**src/rtl/muldiv_issue_ctrl.sv**
```systemverilog
// Issue controller for the shared combinational multiply/divide unit.
// Arbitrates two issue lanes round-robin, holds operands for a fixed budget, returns a fixed-up result.
module muldiv_issue_ctrl #(
    parameter int MUL_LAT = 3,
    parameter int DIV_LAT = 8,
    parameter int TAG_W   = 6
) (
    input  logic             clk,
    input  logic             rst,
    input  logic             flush,
    input  logic             req0_valid,
    output logic             req0_ready,
    input  logic [31:0]      req0_operand1,
    input  logic [31:0]      req0_operand2,
    input  logic [4:0]       req0_execute_type,
    input  logic [TAG_W-1:0] req0_tag,
    input  logic             req1_valid,
    output logic             req1_ready,
    input  logic [31:0]      req1_operand1,
    input  logic [31:0]      req1_operand2,
    input  logic [4:0]       req1_execute_type,
    input  logic [TAG_W-1:0] req1_tag,
    output logic [31:0]      md_operand1,
    output logic [31:0]      md_operand2,
    output logic [4:0]       md_execute_type,
    input  logic [31:0]      md_result,
    output logic             wb_valid,
    input  logic             wb_ready,
    output logic [31:0]      wb_result,
    output logic [TAG_W-1:0] wb_tag,
    output logic             busy
);

    localparam int MAX_LAT = (MUL_LAT > DIV_LAT) ? MUL_LAT : DIV_LAT;
    localparam int CNT_W   = (MAX_LAT > 1) ? $clog2(MAX_LAT) : 1;

    typedef enum logic [1:0] {IDLE, EXEC, DONE} state_t;

    state_t           state_reg;
    logic [CNT_W-1:0] cnt_reg;
    logic             last_grant_reg;
    logic [TAG_W-1:0] tag_reg;
    logic [31:0]      md_operand1_reg;
    logic [31:0]      md_operand2_reg;
    logic [4:0]       md_execute_type_reg;
    logic             wb_valid_reg;
    logic [31:0]      wb_result_reg;
    logic [TAG_W-1:0] wb_tag_reg;

    logic             grant0;
    logic             grant1;
    logic             accept_open;
    logic             accept;
    logic [31:0]      sel_operand1;
    logic [31:0]      sel_operand2;
    logic [4:0]       sel_execute_type;
    logic [TAG_W-1:0] sel_tag;
    logic [CNT_W-1:0] sel_cnt;
    logic [31:0]      capture_result;

    // Under contention the lane that did not win last time goes first.
    assign grant0      = req0_valid & (~req1_valid | last_grant_reg);
    assign grant1      = req1_valid & (~req0_valid | ~last_grant_reg);
    assign accept_open = (state_reg == IDLE) & ~flush & ~rst;
    assign req0_ready  = accept_open & grant0;
    assign req1_ready  = accept_open & grant1;
    assign accept      = req0_ready | req1_ready;

    always_comb begin
        sel_operand1     = req0_operand1;
        sel_operand2     = req0_operand2;
        sel_execute_type = req0_execute_type;
        sel_tag          = req0_tag;
        if (req1_ready) begin
            sel_operand1     = req1_operand1;
            sel_operand2     = req1_operand2;
            sel_execute_type = req1_execute_type;
            sel_tag          = req1_tag;
        end
        // Only mul/mulh use the short budget; everything else, unknown types included, uses the long one.
        if (sel_execute_type[4:1] == 4'd0) begin
            sel_cnt = CNT_W'(MUL_LAT - 1);
        end else begin
            sel_cnt = CNT_W'(DIV_LAT - 1);
        end
    end

    // RISC-V divide-by-zero semantics are applied here rather than trusted to the unit.
    always_comb begin
        capture_result = md_result;
        if (md_execute_type_reg[4:2] != 3'd0) begin
            capture_result = 32'd0;
        end else if (md_execute_type_reg[1] && (md_operand2_reg == 32'd0)) begin
            capture_result = md_execute_type_reg[0] ? md_operand1_reg : 32'hFFFF_FFFF;
        end
    end

    always_ff @(posedge clk) begin
        if (rst) begin
            state_reg           <= IDLE;
            cnt_reg             <= '0;
            last_grant_reg      <= 1'b1;
            tag_reg             <= '0;
            md_operand1_reg     <= '0;
            md_operand2_reg     <= '0;
            md_execute_type_reg <= '0;
            wb_valid_reg        <= 1'b0;
            wb_result_reg       <= '0;
            wb_tag_reg          <= '0;
        end else if (flush) begin
            state_reg    <= IDLE;
            wb_valid_reg <= 1'b0;
        end else begin
            case (state_reg)
                IDLE: begin
                    if (accept) begin
                        md_operand1_reg     <= sel_operand1;
                        md_operand2_reg     <= sel_operand2;
                        md_execute_type_reg <= sel_execute_type;
                        tag_reg             <= sel_tag;
                        last_grant_reg      <= req1_ready;
                        cnt_reg             <= sel_cnt;
                        state_reg           <= EXEC;
                    end
                end
                EXEC: begin
                    if (cnt_reg == '0) begin
                        wb_result_reg <= capture_result;
                        wb_tag_reg    <= tag_reg;
                        wb_valid_reg  <= 1'b1;
                        state_reg     <= DONE;
                    end else begin
                        cnt_reg <= cnt_reg - CNT_W'(1);
                    end
                end
                DONE: begin
                    if (wb_ready) begin
                        wb_valid_reg <= 1'b0;
                        state_reg    <= IDLE;
                    end
                end
                default: state_reg <= IDLE;
            endcase
        end
    end

    assign md_operand1     = md_operand1_reg;
    assign md_operand2     = md_operand2_reg;
    assign md_execute_type = md_execute_type_reg;
    assign wb_valid        = wb_valid_reg;
    assign wb_result       = wb_result_reg;
    assign wb_tag          = wb_tag_reg;
    assign busy            = (state_reg != IDLE);

endmodule
```
**config.mk**
```make
export PLATFORM = sky130hd
export DESIGN_NAME = muldiv_issue_ctrl
export DESIGN_NICKNAME = d
export VERILOG_FILES = /design/src/rtl/muldiv_issue_ctrl.sv
export SDC_FILE = /design/constraint.sdc
export NUM_CORES = 1
export LEC_CHECK = 0
export BUFFER_PORTS_ARGS = -buffer_cell sky130_fd_sc_hd__buf_2
export CORE_MARGIN = 5
export CORE_UTILIZATION = 49
export DETAILED_ROUTE_END_ITERATION = 12
export GPL_ROUTABILITY_DRIVEN = 0
export PLACE_DENSITY_LB_ADDON = 0.15
export SLEW_MARGIN = 5
export SYNTH_ARGS = -nofsm -noshare
export SYNTH_HDL_FRONTEND = slang
export SYNTH_SLANG_ARGS = --single-unit
```
**constraint.sdc**
```tcl
create_clock -name clk -period 5.1 [get_ports clk]
set_clock_uncertainty 0.05 [all_clocks]
set_input_delay 0.255 -clock clk [delete_from_list [all_inputs] [get_ports clk]]
set_output_delay 0.255 -clock clk [all_outputs]
set_load 0.02 [all_outputs]
```
Word-level counts from Yosys, hierarchy flattened

Index checks and enable logic that the tools add are counted.

Register bits after elaboration: 120
Latch bits: 0
Memory bits (writable): 0
Memory bits (read-only): 0
Input bits: 188
Output and inout port bits: 111
Word-level logic and storage cells: 64
Memories: 0

Add/subtract/negate cells: 1
$mul: 0
Div/mod/pow operators: 0
$lt $le $gt $ge: 0
Equal/unequal tests: 6
Shift-type cells: 0
Multiplexer cells: 18
Bitwise logic cells: 14
Reductions and logical operators: 15

Operators by type and width:

| operator                                          | count |
|---|---|
| two-way mux 32 bit                                | 5 |
| logical NOT 32 bit                                | 1 |
| AND reduction 3 bit                               | 4 |
| two-way mux 3 bit                                 | 3 |
| inequality test 2 bit (second input constant)     | 4 |
| AND 1 bit                                         | 6 |
| two-way mux 2 bit                                 | 3 |
| two-way mux 6 bit                                 | 1 |
| case mux 2 bit (3 select lines)                   | 1 |
| case mux 3 bit (2 select lines)                   | 1 |
| nonzero test 2 bit                                | 3 |
| two-way mux 5 bit                                 | 1 |
| NOT 1 bit                                         | 5 |
| logical NOT 4 bit                                 | 1 |
| AND reduction 4 bit                               | 1 |
| logical NOT 3 bit                                 | 1 |
| OR 1 bit                                          | 3 |
| nonzero test 3 bit                                | 1 |
| subtractor 3 x 1 -> 3 bit (second input constant) | 1 |
| == test 2 x 1 -> 1 bit (second input constant)    | 1 |
| == test 2 bit (second input constant)             | 1 |
| logical NOT 2 bit                                 | 1 |
| two-way mux 1 bit                                 | 2 |
| case mux 1 bit (2 select lines)                   | 1 |
| other kinds (2)                                   | 2 |

Depth between registers and ports, before layout

Depth in word-level cells: 9
Mapped depth: 10
Mapped depth without buffers: 7

Worst setup path before layout

OpenSTA, ideal clock, no wires.

Kind: reg2reg
Start: register md_operand2_reg[16] (netlist: md_operand2[16])
End: register wb_result_reg[11] (netlist: wb_result[11])
Setup time: 0.123 ns
Data arrival time: 1.706 ns
Required time: 4.927 ns
Setup slack: 3.221 ns
Cell stages (with the launch flop): 8
Path buffers: 2
Period minus slack after synthesis: 1.879 ns
Cell sequence: dfxtp_1 nor4_1 nand4_1 or4_1 buf_6 buf_6 nand3_2 o211ai_2

Longest elaborated chain between the ends: 4

Ends and longest elaborated chain:

| element                | line | source |
|---|---|---|
| start, declared        | 44   | `logic [31:0] md_operand2_reg;` |
| start signal, assigned | 118  | `md_operand2_reg <= sel_operand2;` |
| logical NOT 32 bit     | 93   | `end else if (md_execute_type_reg[1] && (md_operand2_reg == 32'd0)) begin` |
| logical AND 1 bit      | 93   |  |
| two-way mux 32 bit     | 93   |  |
| two-way mux 32 bit     | 91   | `if (md_execute_type_reg[4:2] != 3'd0) begin` |
| end signal, assigned   | 128  | `wb_result_reg <= capture_result;` |
| end, declared          | 47   | `logic [31:0] wb_result_reg;` |

Every way passes these cells.
A chain may end at the register's enable or synchronous reset.

Final worst setup path

Start: register state_reg[1]
End: output req0_ready

Longest elaborated chain between the ends: 4

Ends and longest elaborated chain:

| element                | line | source |
|---|---|---|
| start, declared        | 39   | `state_t state_reg;` |
| start signal, assigned | 100  | `state_reg <= IDLE;` |
| start signal, assigned | 111  | `state_reg <= IDLE;` |
| start signal, assigned | 123  | `state_reg <= EXEC;` |
| logical NOT 2 bit      | 64   | `assign accept_open = (state_reg == IDLE) & ~flush & ~rst;` |
| AND 1 bit (2 in a row) | 64   |  |
| AND 1 bit              | 65   | `assign req0_ready = accept_open & grant0;` |
| end, declared          | 12   | `output logic req0_ready,` |

Every way passes these cells.

==> impl_table.tex <==
\begin{tabular}{lr}
\hline
Metric & Value \\
\hline
\multicolumn{2}{l}{\textbf{Run status}} \\
\quad Run status & finished, final reports clean \\
\multicolumn{2}{l}{\textbf{STA}} \\
\quad RSZ-0062 raised after global routing & false \\
\quad Final critical-path share of the clock period & 57.47\% \\
\quad Max-slew violation count & 0 \\
\quad FMAX & 341.2 MHz \\
\quad Total negative slack for setup checks & 0 ns \\
\quad Headroom to the max-slew limit & 31.93\% \\
\quad Final min period & 2.931 ns \\
\quad Least-Margin Pin Slew & 1.021 ns \\
\quad Final hold violation count & 0 \\
\quad Count of final setup violators & 0 \\
\multicolumn{2}{l}{\textbf{Logic synthesis}} \\
\quad Cell area after synthesis & 0.005708 mm\^{}2 \\
\quad Number of library cell types mapped by synthesis & 39 \\
\quad EDFF count, synth & 0 \\
\quad Synth warn & 0 \\
\quad Total of flip-flops plus latches after synthesis & 120 \\
\quad Most used flip-flop cell after synthesis & sky130\_fd\_sc\_hd\_\_dfxtp\_1 \\
\quad Number of standard cells after synthesis & 693 \\
\quad Net count after synthesis & 883 \\
\quad Mean instance size in the synthesized netlist & 8.237 um\^{}2 \\
\quad Async S/R FF share, synth & 0\% \\
\quad Sequential area share after synthesis & 42.09\% \\
\multicolumn{2}{l}{\textbf{Job}} \\
\quad \# Max-Cap Violations & 0 \\
\multicolumn{2}{l}{\textbf{Setup path}} \\
\quad Setup Crit Path Kind & reg -> out \\
\quad Data arrival time at the worst-slack endpoint & 2.63 ns \\
\quad Startpoint class of the critical path & flop \\
\quad Required time at the worst-slack endpoint & 4.80 ns \\
\quad Category of the worst setup path capture point & output pin \\
\quad Crit Path Max Fanout & 40 \\
\multicolumn{2}{l}{\textbf{Finish}} \\
\quad Share of post-route cells with drive strength above 1 & 41.87\% \\
\quad Final Net Count & 1142 \\
\quad Post-synthesis to final-layout area growth & 35.62\% \\
\quad Commonest cells after routing, fill and taps aside & sky130\_fd\_sc\_hd\_\_buf\_2 (298), sky130\_fd\_sc\_hd\_\_nand2\_1 (186), sky130\_fd\_sc\_hd\_\_dfxtp\_1 (120), sky130\_fd\_sc\_hd\_\_nor2\_1 (88), sky130\_fd\_sc\_hd\_\_a311oi\_1 (75) \\
\quad Total of fill cells in the finished design & 998 \\
\quad Leading cell type in the layout, fill and taps excluded & sky130\_fd\_sc\_hd\_\_buf\_2 \\
\multicolumn{2}{l}{\textbf{Drt}} \\
\quad Routed len/inst & 17.09 um \\
\quad Number of design-rule violations left by the first detailed-router iteration & 544 \\
\quad Post-route antenna net violation count & 0 \\
\quad Routed wire length & 18.95 mm \\
\quad Number of iterations in the first detailed-routing pass & 5 \\
\quad Number of vias per cell after detailed routing & 5.465 \\
\quad Number of remaining DRC errors & 0 \\
\quad DR vias & 6061 \\
\multicolumn{2}{l}{\textbf{Die}} \\
\quad I/O pins & 299 \\
\quad Die Area & 0.01391 mm\^{}2 \\
\quad Chip Width & 117.9 um \\
\quad Area inside the core boundary & 0.01142 mm\^{}2 \\
\quad Initial standard-cell utilization of the core & 49.99\% \\
\quad Row cnt & 39 \\
\quad Die H & 117.9 um \\
\multicolumn{2}{l}{\textbf{GRT}} \\
\quad Initial antenna violation count & 1 \\
\quad Global-route wire length before repair & 29.75 mm \\
\quad Number of global-route vias before repair & 5794 \\
\quad Global-route usage over all layers & 26.18\% \\
\quad Largest net degree at the start of global routing & 90 \\
\quad GRT Residual Overflow & 0 \\
\multicolumn{2}{l}{\textbf{Pwr}} \\
\quad Total power after layout & 2.616 mW \\
\quad Standby leakage power & 3.508 nW \\
\quad Proportion of power drawn by combinational gates & 12.9\% \\
\quad Cell area power density & 337.9 mW/mm\^{}2 \\
\quad Portion of total power attributed to sequential cells & 39.1\% \\
\quad Switching Share & 25.69\% \\
\quad Cell internal power dissipation & 1.944 mW \\
\quad Peak ir drop on the vdd network & 0.0003289 V \\
\quad Switching power summed over all nets & 0.6720 mW \\
\quad Clock network power share & 48.0\% \\
\multicolumn{2}{l}{\textbf{Clocking}} \\
\quad CTS Root Buffer Type & sky130\_fd\_sc\_hd\_\_clkbuf\_16 \\
\quad Number of setup buffers added after CTS & 0 \\
\quad Clock tree sinks & 120 \\
\quad Clock latency of the later-clocked register in the worst-skew pair & 0.42 ns \\
\quad Hold-fix buffer count after cts & 0 \\
\quad TritonCTS clock tree & built \\
\quad Post\_cts resized & 0 \\
\quad Cts bufs inserted & 17 \\
\quad Largest buffer count on any clock path & 2 \\
\quad Clock slew at the register clock pins of the worst setup and hold paths & 0.06 ns \\
\quad Max H-tree Level & 4 \\
\multicolumn{2}{l}{\textbf{Place}} \\
\quad Number of input and output port buffers inserted & 298 \\
\quad Half-perimeter wire length after placement & 13.41 mm \\
\multicolumn{2}{l}{\textbf{Hold path}} \\
\quad Tightest Hold Check Type & in -> reg \\
\hline
\end{tabular}
[cell usage after synthesis, drive strengths merged (2+ instances only)]
library cell	instances	area share [%]
ha	2	0.44
nor2	89	6.0
buf	32	3.8
a21oi	4	0.35
o211ai	33	7.1
dfxtp	120	42
nand4	2	0.22
nand2b	3	0.33
nand3b	2	0.26
mux2i	6	1.1
a311oi	75	12
clkbuf	33	2.2
nor3	2	0.18
nor4	9	0.99
nand3	32	5.3
a31oi	2	0.22
inv	10	0.66
o21ai	35	3.1
or4	3	0.39
nand2	187	12
[power groups by stage]
stage | Combinational [mW] | Sequential, mW | Clock, mW
3_5_place_dp | 0.336 | 1.04 | 0
5_1_grt | 0.367 | 1.03 | 1.32
2_1_floorplan | 0.141 | 1.08 | 0
6_report | 0.336 | 1.02 | 1.26
4_1_cts | 0.339 | 1.02 | 1.27
3_3_place_gp | 0.335 | 1.04 | 0
[critical path: stages (launching register included)]
cell and delay [ns]:
sky130_fd_sc_hd__dfxtp_1 0.38, sky130_fd_sc_hd__nor2_1 0.37, sky130_fd_sc_hd__o2111ai_4 0.18, sky130_fd_sc_hd__inv_2 0.52
sky130_fd_sc_hd__buf_4 0.49, sky130_fd_sc_hd__buf_2 0.25
[through the flow]
| stage | std cells | hold WS (ns) | worst slack, ns | area, um^2 | utilization (%) |
|---|---|---|---|---|---|
| finish | 1109 | 0.01862 | 2.169 | 7741 | 67.80 |
| global placement | 1076 | 0.3903 | 2.429 | 7119 | 62.35 |
| detailed placement | 1076 | 0.3900 | 2.434 | 7119 | 62.35 |
| global route | 1109 | 0.01246 | 1.981 | 7741 | 67.80 |
| CTS | 1108 | 0.002668 | 2.132 | 7739 | 67.77 |
| floorplan | 693 | 0.2828 | 3.221 | 5708 | - |
[kinds of logic (layout without fill, tap and decap cells)]
| kind of cell | Yosys count | count (layout) | share of synthesized area, % |
|---|---|---|---|
| simple gates | 333 | 333 | 26.35 |
| buf+inv | 75 | 347 | 6.620 |
| flops | 120 | 120 | 42.09 |
| compound gates | 157 | 157 | 23.45 |
| other cells | 0 | 1 | 0 |
| mux | 6 | 6 | 1.052 |
| fa+ha+maj | 2 | 2 | 0.4383 |
[path summary, 6_finish.rpt]
kind / end / slack, ns / startpoint / cells past startpoint
max: req0_ready / 2.17 / state_reg[1]$_SDFFE_PP0P_ / 5
min: wb_result[27]$_SDFFE_PP0P_ / 0.02 / md_result[27] / 3
max reg2reg: tag_reg[1]$_SDFFE_PP0P_ / 2.59 / state_reg[1]$_SDFFE_PP0P_ / 6
min reg2reg: wb_result[3]$_SDFFE_PP0P_ / 0.40 / wb_result[3]$_SDFFE_PP0P_ / 2
[per-layer routing]
layer  GRT usage [%]  up-vias  part of all wire [%]
li1                -     2978                     -
met2           42.08      245                    47
met4           11.68        0                   3.0
met3           7.689       39                   7.7
met1           32.39     2799                    42
met5               0        -                     0
[area by class of cell]
class	count	area (um^2)	share of cell area (%)
clock buffers	18	439.2	5.673
well taps	143	178.9	2.311
repair buffers	305	1544	19.95
flip-flops and latches	120	2402	31.03
inverters	10	37.54	0.4849
diodes	1	2.502	0.03233
multi-input cells	498	2957	38.19
clock inverters	14	180.2	2.327
No activity file was read; power rests on OpenSTA's default activity.
